===== config.mk =====
export PLATFORM = sky130hd
export DESIGN_NAME = load_store_unit
export DESIGN_NICKNAME = d
export VERILOG_FILES = /design/src/rtl/load_store_unit.sv
export SDC_FILE = /design/constraint.sdc
export NUM_CORES = 1
export LEC_CHECK = 0
export BUFFER_PORTS_ARGS = -buffer_cell sky130_fd_sc_hd__buf_4
export CORE_UTILIZATION = 43
export CTS_CLUSTER_DIAMETER = 80
export CTS_CLUSTER_SIZE = 12
export DETAILED_ROUTE_END_ITERATION = 6
export PLACE_DENSITY = 0.83
export SLEW_MARGIN = 25
export SYNTH_ARGS = -nofsm -noshare
export SYNTH_HDL_FRONTEND = slang
export SYNTH_SLANG_ARGS = --single-unit

===== constraint.sdc =====
create_clock -name clk -period 1.7 [get_ports clk]
set_input_delay 0.34 -clock clk [delete_from_list [all_inputs] [get_ports clk]]
set_output_delay 0.34 -clock clk [all_outputs]
set_load 0.01 [all_outputs]

===== src/rtl/load_store_unit.sv =====
// load_store_unit: translates RISC-V load/store requests into aligned word
// accesses with byte enables. Sub-word loads are lane-selected and extended.
// Sub-word stores are lane-replicated. Misaligned or illegal accesses are
// answered with an error response and never reach memory.
module load_store_unit #(
    parameter int ADDR_WIDTH = 32
) (
    input  logic                  clk,
    input  logic                  reset,
    input  logic                  req_valid,
    output logic                  req_ready,
    input  logic                  req_write,
    input  logic [2:0]            req_funct3,
    input  logic [ADDR_WIDTH-1:0] req_addr,
    input  logic [31:0]           req_wdata,
    output logic                  resp_valid,
    output logic [31:0]           resp_rdata,
    output logic                  resp_error,
    output logic                  mem_req,
    output logic                  mem_we,
    output logic [ADDR_WIDTH-1:0] mem_addr,
    output logic [3:0]            mem_be,
    output logic [31:0]           mem_wdata,
    input  logic                  mem_ack,
    input  logic [31:0]           mem_rdata
);

    typedef enum logic [1:0] {
        ST_IDLE   = 2'd0,
        ST_ACCESS = 2'd1,
        ST_RESP   = 2'd2
    } state_t;

    state_t                  state_r;
    logic                    write_r;
    logic [2:0]              funct3_r;
    logic [1:0]              lane_r;
    logic                    mem_req_r;
    logic                    mem_we_r;
    logic [ADDR_WIDTH-1:0]   mem_addr_r;
    logic [3:0]              mem_be_r;
    logic [31:0]             mem_wdata_r;
    logic                    resp_valid_r;
    logic [31:0]             resp_rdata_r;
    logic                    resp_error_r;

    logic                    err_s;
    logic [3:0]              be_s;
    logic [31:0]             wdata_s;
    logic [7:0]              byte_s;
    logic [15:0]             half_s;
    logic [31:0]             load_s;

    // Ready depends on reset directly so it is low for the whole reset cycle.
    assign req_ready  = (state_r == ST_IDLE) && !reset;

    assign resp_valid = resp_valid_r;
    assign resp_rdata = resp_rdata_r;
    assign resp_error = resp_error_r;
    assign mem_req    = mem_req_r;
    assign mem_we     = mem_we_r;
    assign mem_addr   = mem_addr_r;
    assign mem_be     = mem_be_r;
    assign mem_wdata  = mem_wdata_r;

    // Classify the incoming request: error, byte enables and replicated store data.
    always_comb begin
        err_s   = 1'b0;
        be_s    = 4'b0000;
        wdata_s = req_wdata;
        case (req_funct3)
            3'b000, 3'b100: be_s = 4'b0001 << req_addr[1:0];
            3'b001, 3'b101: be_s = req_addr[1] ? 4'b1100 : 4'b0011;
            3'b010:         be_s = 4'b1111;
            default:        be_s = 4'b0000;
        endcase
        case (req_funct3[1:0])
            2'b00:   wdata_s = {4{req_wdata[7:0]}};
            2'b01:   wdata_s = {2{req_wdata[15:0]}};
            default: wdata_s = req_wdata;
        endcase
        // 011/110/111 are not loads or stores; unsigned variants exist only for loads.
        if ((req_funct3 == 3'b011) || (req_funct3[2:1] == 2'b11) ||
            (req_funct3[2] && req_write)) begin
            err_s = 1'b1;
        end else if ((req_funct3[1:0] == 2'b01) && req_addr[0]) begin
            err_s = 1'b1;
        end else if ((req_funct3 == 3'b010) && (req_addr[1:0] != 2'b00)) begin
            err_s = 1'b1;
        end else begin
            err_s = 1'b0;
        end
    end

    // Pick the addressed lane out of the returned word and extend it.
    always_comb begin
        byte_s = 8'h00;
        half_s = 16'h0000;
        load_s = 32'h0000_0000;
        case (lane_r)
            2'd0:    byte_s = mem_rdata[7:0];
            2'd1:    byte_s = mem_rdata[15:8];
            2'd2:    byte_s = mem_rdata[23:16];
            2'd3:    byte_s = mem_rdata[31:24];
            default: byte_s = 8'h00;
        endcase
        if (lane_r[1]) begin
            half_s = mem_rdata[31:16];
        end else begin
            half_s = mem_rdata[15:0];
        end
        if (write_r) begin
            load_s = 32'h0000_0000;
        end else begin
            case (funct3_r)
                3'b000:  load_s = {{24{byte_s[7]}}, byte_s};
                3'b100:  load_s = {24'h00_0000, byte_s};
                3'b001:  load_s = {{16{half_s[15]}}, half_s};
                3'b101:  load_s = {16'h0000, half_s};
                3'b010:  load_s = mem_rdata;
                default: load_s = 32'h0000_0000;
            endcase
        end
    end

    // Control FSM with all memory-side and response outputs registered.
    always_ff @(posedge clk) begin
        if (reset) begin
            state_r      <= ST_IDLE;
            write_r      <= 1'b0;
            funct3_r     <= 3'b000;
            lane_r       <= 2'b00;
            mem_req_r    <= 1'b0;
            mem_we_r     <= 1'b0;
            mem_addr_r   <= '0;
            mem_be_r     <= 4'b0000;
            mem_wdata_r  <= 32'h0000_0000;
            resp_valid_r <= 1'b0;
            resp_rdata_r <= 32'h0000_0000;
            resp_error_r <= 1'b0;
        end else begin
            case (state_r)
                ST_IDLE: begin
                    resp_valid_r <= 1'b0;
                    if (req_valid) begin
                        write_r  <= req_write;
                        funct3_r <= req_funct3;
                        lane_r   <= req_addr[1:0];
                        if (err_s) begin
                            state_r      <= ST_RESP;
                            resp_valid_r <= 1'b1;
                            resp_error_r <= 1'b1;
                            resp_rdata_r <= 32'h0000_0000;
                        end else begin
                            state_r     <= ST_ACCESS;
                            mem_req_r   <= 1'b1;
                            mem_we_r    <= req_write;
                            mem_addr_r  <= {req_addr[ADDR_WIDTH-1:2], 2'b00};
                            mem_be_r    <= be_s;
                            mem_wdata_r <= wdata_s;
                        end
                    end
                end
                ST_ACCESS: begin
                    if (mem_ack) begin
                        state_r      <= ST_RESP;
                        mem_req_r    <= 1'b0;
                        mem_we_r     <= 1'b0;
                        resp_valid_r <= 1'b1;
                        resp_error_r <= 1'b0;
                        resp_rdata_r <= load_s;
                    end
                end
                ST_RESP: begin
                    state_r      <= ST_IDLE;
                    resp_valid_r <= 1'b0;
                end
                default: begin
                    state_r      <= ST_IDLE;
                    mem_req_r    <= 1'b0;
                    mem_we_r     <= 1'b0;
                    resp_valid_r <= 1'b0;
                end
            endcase
        end
    end

endmodule


Word-level counts from Yosys, hierarchy flattened
Index checks and enable logic that the tools add are counted.

Flip-flop bits (word level): 110. Bits of input ports: 104. Output and inout bits: 105. Word-level logic and storage cells: 88.

Equality and inequality tests: 20. Shift operators: 1. Multiplexer cells: 32. Bitwise gates (word level): 2. Reductions and logical operators: 21.

Operators with widths (count): $pmux W32 S5 (1); $mux W32 (4); $pmux W32 S2 (2); $pmux W8 S4 (1); $mux W16 (1); $mux W1 (13); $eq A3 B3 Y1 const B (4); $pmux W4 S3 (1); $eq A3 B2 Y1 const B (3); $eq A2 B2 Y1 const B (4); $ne A2 B2 Y1 const B (4); $reduce_and A4 Y1 (2); $eq A2 B1 Y1 const B (3); $eq A3 B1 Y1 const B (2); $logic_not A2 Y1 (3); $logic_not A3 Y1 (2); $mux W2 (3); $pmux W1 S3 (2); $logic_and A1 B1 Y1 (4); $mux W4 (1); $pmux W1 S2 (2); $pmux W2 S2 (1); $reduce_and A2 Y1 (2); $reduce_bool A2 Y1 (2); other kinds (6) (9).

Depth between registers and ports, before layout
Word-level depth: 8. Depth in mapped cells: 7. Mapped depth without buffers: 4.

Least setup slack after synthesis
OpenSTA, ideal clock, no wires.

Path type: input -> register. Start: input port req_funct3[0]. End: register resp_rdata_r[12], in the netlist resp_rdata[12]. Library setup time: 0.071 ns. Arrival time: 1.630 ns. Data required time: 1.629 ns. Path slack: 0.000 ns. Cell stages on the path: 6. Path buffers: 2. Path through: clkbuf_1 or4_4 a21o_4 a21oi_4 buf_6 o2bb2ai_1.

Cells in the longest elaborated chain, start to end: 7. Elaborated cells between the ends (all ways): 12. Those cells by class: eq/ne: 4; mux: 3; reduce/logical: 5.

RTL lines: start: declaration (RTL line 13) `input logic [2:0] req_funct3,`; $eq A3 B2 Y1 (RTL line 88) `end else if ((req_funct3 == 3'b010) && (req_addr[1:0] != 2'b00)) begin`; $logic_and A1 B1 Y1 (RTL line 88); $mux W1 (RTL line 88); $mux W1 (RTL line 86) `end else if ((req_funct3[1:0] == 2'b01) && req_addr[0]) begin`; $mux W1 (*) (RTL line 83) `if ((req_funct3 == 3'b011) || (req_funct3[2:1] == 2'b11) ||`; $ne A2 B2 Y1 (no line) (*); $reduce_and A4 Y1 (no line) (*); end signal: assignment (RTL line 171) `resp_rdata_r <= load_s;`; end: declaration (RTL line 44) `logic [31:0] resp_rdata_r;`.

Mark *: on every way between the ends. The rest lies on a longest branch, timed or not. A chain may end at the register's enable or synchronous reset.

Final worst setup path
Start: register lane_r[1]. End: register resp_rdata_r[11], in the netlist resp_rdata[11].

Cells in the longest elaborated chain, start to end: 6. Elaborated cells between the ends (all ways): 10. Those cells by class: eq/ne: 3; mux: 6; reduce/logical: 1.

RTL lines: start: declaration (RTL line 37) `logic [1:0] lane_r;`; start signal: assignment (RTL line 148) `lane_r <= req_addr[1:0];`; $eq A2 B2 Y1 (tied with other cells) (RTL line 100) `case (lane_r)`; $pmux W8 S4 (RTL line 100); $pmux W32 S5 (*) (RTL line 115) `case (funct3_r)`; $mux W32 (*) (RTL line 112) `if (write_r) begin`; $mux W32 (*) (RTL line 165) `if (mem_ack) begin`; $pmux W32 S2 (*) (RTL line 142) `case (state_r)`.

Mark *: on every way between the ends. The rest lies on a longest branch, timed or not. The select of a mux whose other input is x is not followed.

==> flow_metrics.py <==
metrics = {
    "global_routing": {
        "number_of_antenna_violations_at_the_first_check_in_global_routing": 0,
        "gr-usage-all-layers_pct": 25.5,
        "grt_first_pass_wirelength_um": 23100,
        "first_global_vias": 4783,
        "grt_remaining_overflow": 0,
        "grt_start_max_net_pins": 59,
    },
    "power_and_ir_drop": {
        "p_sw_share_pct": 28.1,
        "power.clock.fraction_pct": 29.0,
        "pwr_dens_nw_per_um2": 808,
        "cellLeakagePower_nw": 2.97,
        "comb_power_share_pct": 22.0,
        "ir_worst_vdd_mv": 0.572,
        "seqPwrFrac_pct": 48.9,
        "int_pwr_w": 0.00406,
        "netSwitchingPower_w": 0.00159,
    },
    "setup_path": {
        "worstSetupStartpoint": "lane_r[1]$_SDFFE_PP0P_",
        "critPathMaxStageDelay_ns": 0.50,
        "crit_family": "multiplexers",
        "path_buf_inv": 0,
        "critical_path_cell_count": 4,
        "crit_path_top_delay_cell": "sky130_fd_sc_hd__mux4_2",
        "end_kind": "flop",
        "timing.critical_path.from_type": "flop",
        "crit_chain": "mux4_2 > nor3b_2 > a221oi_1 > o2bb2ai_1",
        "critPathArrivalTime_ns": 1.94,
        "setup.worst_path.class": "flop to flop",
        "worst_ep_required_time_ns": 1.97,
        "timing.critical_path.fanout_max": 8,
        "rr_startpoint": "lane_r[1]$_SDFFE_PP0P_",
        "timing.reg2reg.worst_path_depth": 4,
    },
    "logic_synthesis": {
        "postSynthAreaPerCell_um2": 8.44,
        "ys_seq_area_share_pct": 45.7,
        "yosys.cell_types.count": 44,
        "ys_warn_count": 0,
        "area_of_the_mapped_netlist_um2": 4820,
        "ys_ff_latch": 110,
        "synth_cells": 571,
        "ys_async_sr_fraction_pct": 0,
        "synth_ff_type": "sky130_fd_sc_hd__dfxtp_1",
        "synth-edff-count": 0,
    },
    "layout": {
        "layout-drive-gt1-share_pct": 36.7,
        "num_antenna_cells": 0,
        "finish.net_count": 887,
        "multiInputGateArea_um2": 2440,
        "areaGrowthSynthToFinish_pct": 45.1,
        "final.fill_count": 901,
        "layout.cells.most_common": "sky130_fd_sc_hd__buf_4",
        "sequential_cell_area_um2": 2200,
        "most-common-layout-cells": "240 x sky130_fd_sc_hd__buf_4, 113 x sky130_fd_sc_hd__nand2_1, 109 x sky130_fd_sc_hd__dfxtp_1, 59 x sky130_fd_sc_hd__a21oi_1, 43 x sky130_fd_sc_hd__nor2_1",
    },
    "floorplan": {
        "core-area_um2": 10900,
        "initial_core_util_pct": 44.2,
        "die_x_um": 108,
        "die_area_um2": 11600,
        "dieHeight_um": 108,
        "io-pin-count": 209,
        "num_rows": 38,
    },
    "placed_design": {
        "place.gp.congestion": 0.907,
        "dp.final_hpwl_um": 11400,
        "detailedPlace.worstSlack_ns": -0.225,
        "input_output_buffers": 206,
    },
    "routing": {
        "detail_route.iter0.violations": 291,
        "vias_per_cell": 5.59,
        "route.final.wire_length_um": 15300,
        "detail_route.drc_violations": 0,
        "route.antenna.remaining_nets": 0,
        "routed-via-count": 5186,
        "first_pass_iters": 5,
        "routed_length_per_placed_instance_um": 16.5,
    },
    "sta": {
        "max_slew.worst_pin.slew_ns": 0.557,
        "finalWorstPathRequiredPeriod_ns": 1.67,
        "unrepaired_setup_endpoints_after_global_routing": "yes",
        "hold_slack_ns": 0.148,
        "hold_viol": 0,
        "layout_worst_path_cycle_share_pct": 98.2,
        "clock_skew_ns": 0.0174,
        "report.final.setup_viol": 0,
        "postLayoutSetupSlackWorst_ns": 0.0301,
        "relSlewSlack_pct": 62.7,
        "timing.fmax_mhz": 599,
        "setup-tns-final_ns": 0,
        "final-max-slew-violation-count": 0,
    },
    "cts": {
        "post-cts-setup-buffers": 0,
        "clk_root_buffer_cell": "sky130_fd_sc_hd__clkbuf_8",
        "cts.htree.levels": 3,
        "clk_path_buf_depth": 2,
        "cts.sink_count": 110,
        "insertion_delay_ns": 0.39,
        "cts_buffers": 9,
        "tritoncts": "yes",
        "clkTransAtPathRegs_ns": 0.11,
    },
    "run": {
        "drv_cap": 0,
    },
    "min_path": {
        "worst_hold_startpoint": "mem_ack",
        "cells_on_worst_hold_path": 2,
        "class_of_the_most_critical_hold_timing_path": "input port to flop",
    },
    "run_status": {
        "outcome": "finished clean",
    },
}
-- layer usage --
| layer | part of all wire, % | global-route usage (%) | vias to the layer above |
|---|---|---|---|
| met5 | 0 | 0 | - |
| met4 | 3.0 | 11.5 | 0 |
| met3 | 9.1 | 7.75 | 40 |
| met2 | 50 | 43.9 | 253 |
| met1 | 38 | 28.9 | 2446 |
| li1 | - | - | 2447 |
-- metrics by stage --
stage | instances | utilization [%] | cell area, µm² | total power (W)
after floorplan | 572 | - | 4820 | 0.00341
after global placement | 912 | 61.7 | 6720 | 0.00398
after detailed placement | 912 | 61.7 | 6720 | 0.00402
after CTS | 928 | 63.7 | 6940 | 0.00564
after global routing | 928 | 64.2 | 6990 | 0.00588
final | 928 | 64.2 | 6990 | 0.00565
-- path summary, 6_finish.rpt --
check                                     end  slack (ns)
hold / removal        resp_error$_SDFFE_PP0P_        0.15
setup / recovery  resp_rdata[11]$_SDFFE_PP0P_        0.03
hold reg to reg     mem_wdata[0]$_SDFFE_PP0P_        0.46
setup reg to reg  resp_rdata[11]$_SDFFE_PP0P_        0.03
-- state kept, by name (all words and copies together) (netlist names) --
name / count
funct3_r: 3
lane_r: 2
mem_addr: 30
mem_be: 4
mem_req: 1
mem_wdata: 32
mem_we: 1
resp_error: 1
resp_rdata: 32
resp_valid: 1
state_r: 2
write_r: 1
-- logic make-up (layout without fill, tap and decap cells) --
kind of cell / after synthesis / after routing / share of synthesized area (%)
and+or+nand+nor: 193 / 193 / 17.3
AOI/OAI and AO/OA: 182 / 182 / 25.7
DFF: 110 / 110 / 45.7
buffers and inverters: 59 / 275 / 5.43
muxes: 26 / 26 / 5.77
other: 1 / 2 / 0.0778
-- cells in the mapped netlist, types with 2 or more instances --
master	instances	area [µm²]
sky130_fd_sc_hd__a221oi_1	9	78.8
sky130_fd_sc_hd__o2bb2ai_1	27	236
sky130_fd_sc_hd__o32ai_1	5	43.8
sky130_fd_sc_hd__a21o_1	2	15.0
sky130_fd_sc_hd__dfxtp_1	110	2200
sky130_fd_sc_hd__nor2_1	43	161
sky130_fd_sc_hd__a211oi_1	12	90.1
sky130_fd_sc_hd__buf_4	3	22.5
sky130_fd_sc_hd__o32a_1	2	20.0
sky130_fd_sc_hd__buf_2	11	55.1
sky130_fd_sc_hd__a311oi_1	8	70.1
sky130_fd_sc_hd__nand2_1	113	424
sky130_fd_sc_hd__nor2b_1	5	31.3
sky130_fd_sc_hd__clkbuf_1	29	109
sky130_fd_sc_hd__mux2_2	4	45.0
sky130_fd_sc_hd__a21oi_1	59	295
sky130_fd_sc_hd__nand2b_1	2	12.5
sky130_fd_sc_hd__o2111ai_1	2	17.5
sky130_fd_sc_hd__o21ai_1	2	10.0
sky130_fd_sc_hd__a22oi_1	18	135
sky130_fd_sc_hd__buf_6	2	22.5
sky130_fd_sc_hd__nor3_1	5	25.0
sky130_fd_sc_hd__o22ai_1	5	31.3
sky130_fd_sc_hd__mux2i_1	21	210
sky130_fd_sc_hd__nor3b_1	10	75.1
sky130_fd_sc_hd__or2_2	5	31.3
sky130_fd_sc_hd__o21ai_0	26	130
sky130_fd_sc_hd__nand3_1	3	15.0
sky130_fd_sc_hd__buf_1	2	7.51
sky130_fd_sc_hd__inv_1	12	45.0
-- worst reg2reg max path, stage by stage, from the launching register on --
cell	delay, ns
sky130_fd_sc_hd__dfxtp_2	0.37
sky130_fd_sc_hd__mux4_2	0.51
sky130_fd_sc_hd__nor3b_2	0.23
sky130_fd_sc_hd__a221oi_1	0.34
sky130_fd_sc_hd__o2bb2ai_1	0.12
-- layout make-up --
class                      instances  share of cell area (%)
clock buffer                      13                    2.27
clock inverter                     3                   0.609
sequential                       110                    31.5
multi-input combinational        403                    34.9
tap                              140                    2.51
inverter                          12                   0.645
timing repair buffer             247                    27.5
-- power groups by stage --
stage,logic [W],registers (W),clock network (W)
final,0.00124,0.00276,0.00164
after global routing,0.00134,0.00278,0.00177
after floorplan,0.000556,0.00285,0
after global placement,0.00117,0.00281,0
after CTS,0.00121,0.00276,0.00167
after detailed placement,0.00120,0.00282,0
-- repair_timing --
action / CTS / global route
hold buffers: 0 / 0
pin swaps: 0 / 2
setup endpoints to repair: 27 / 31
hold endpoints to repair: 0 / 0
gates resized for setup: 4 / 10
(Power assumes the default switching activity.)
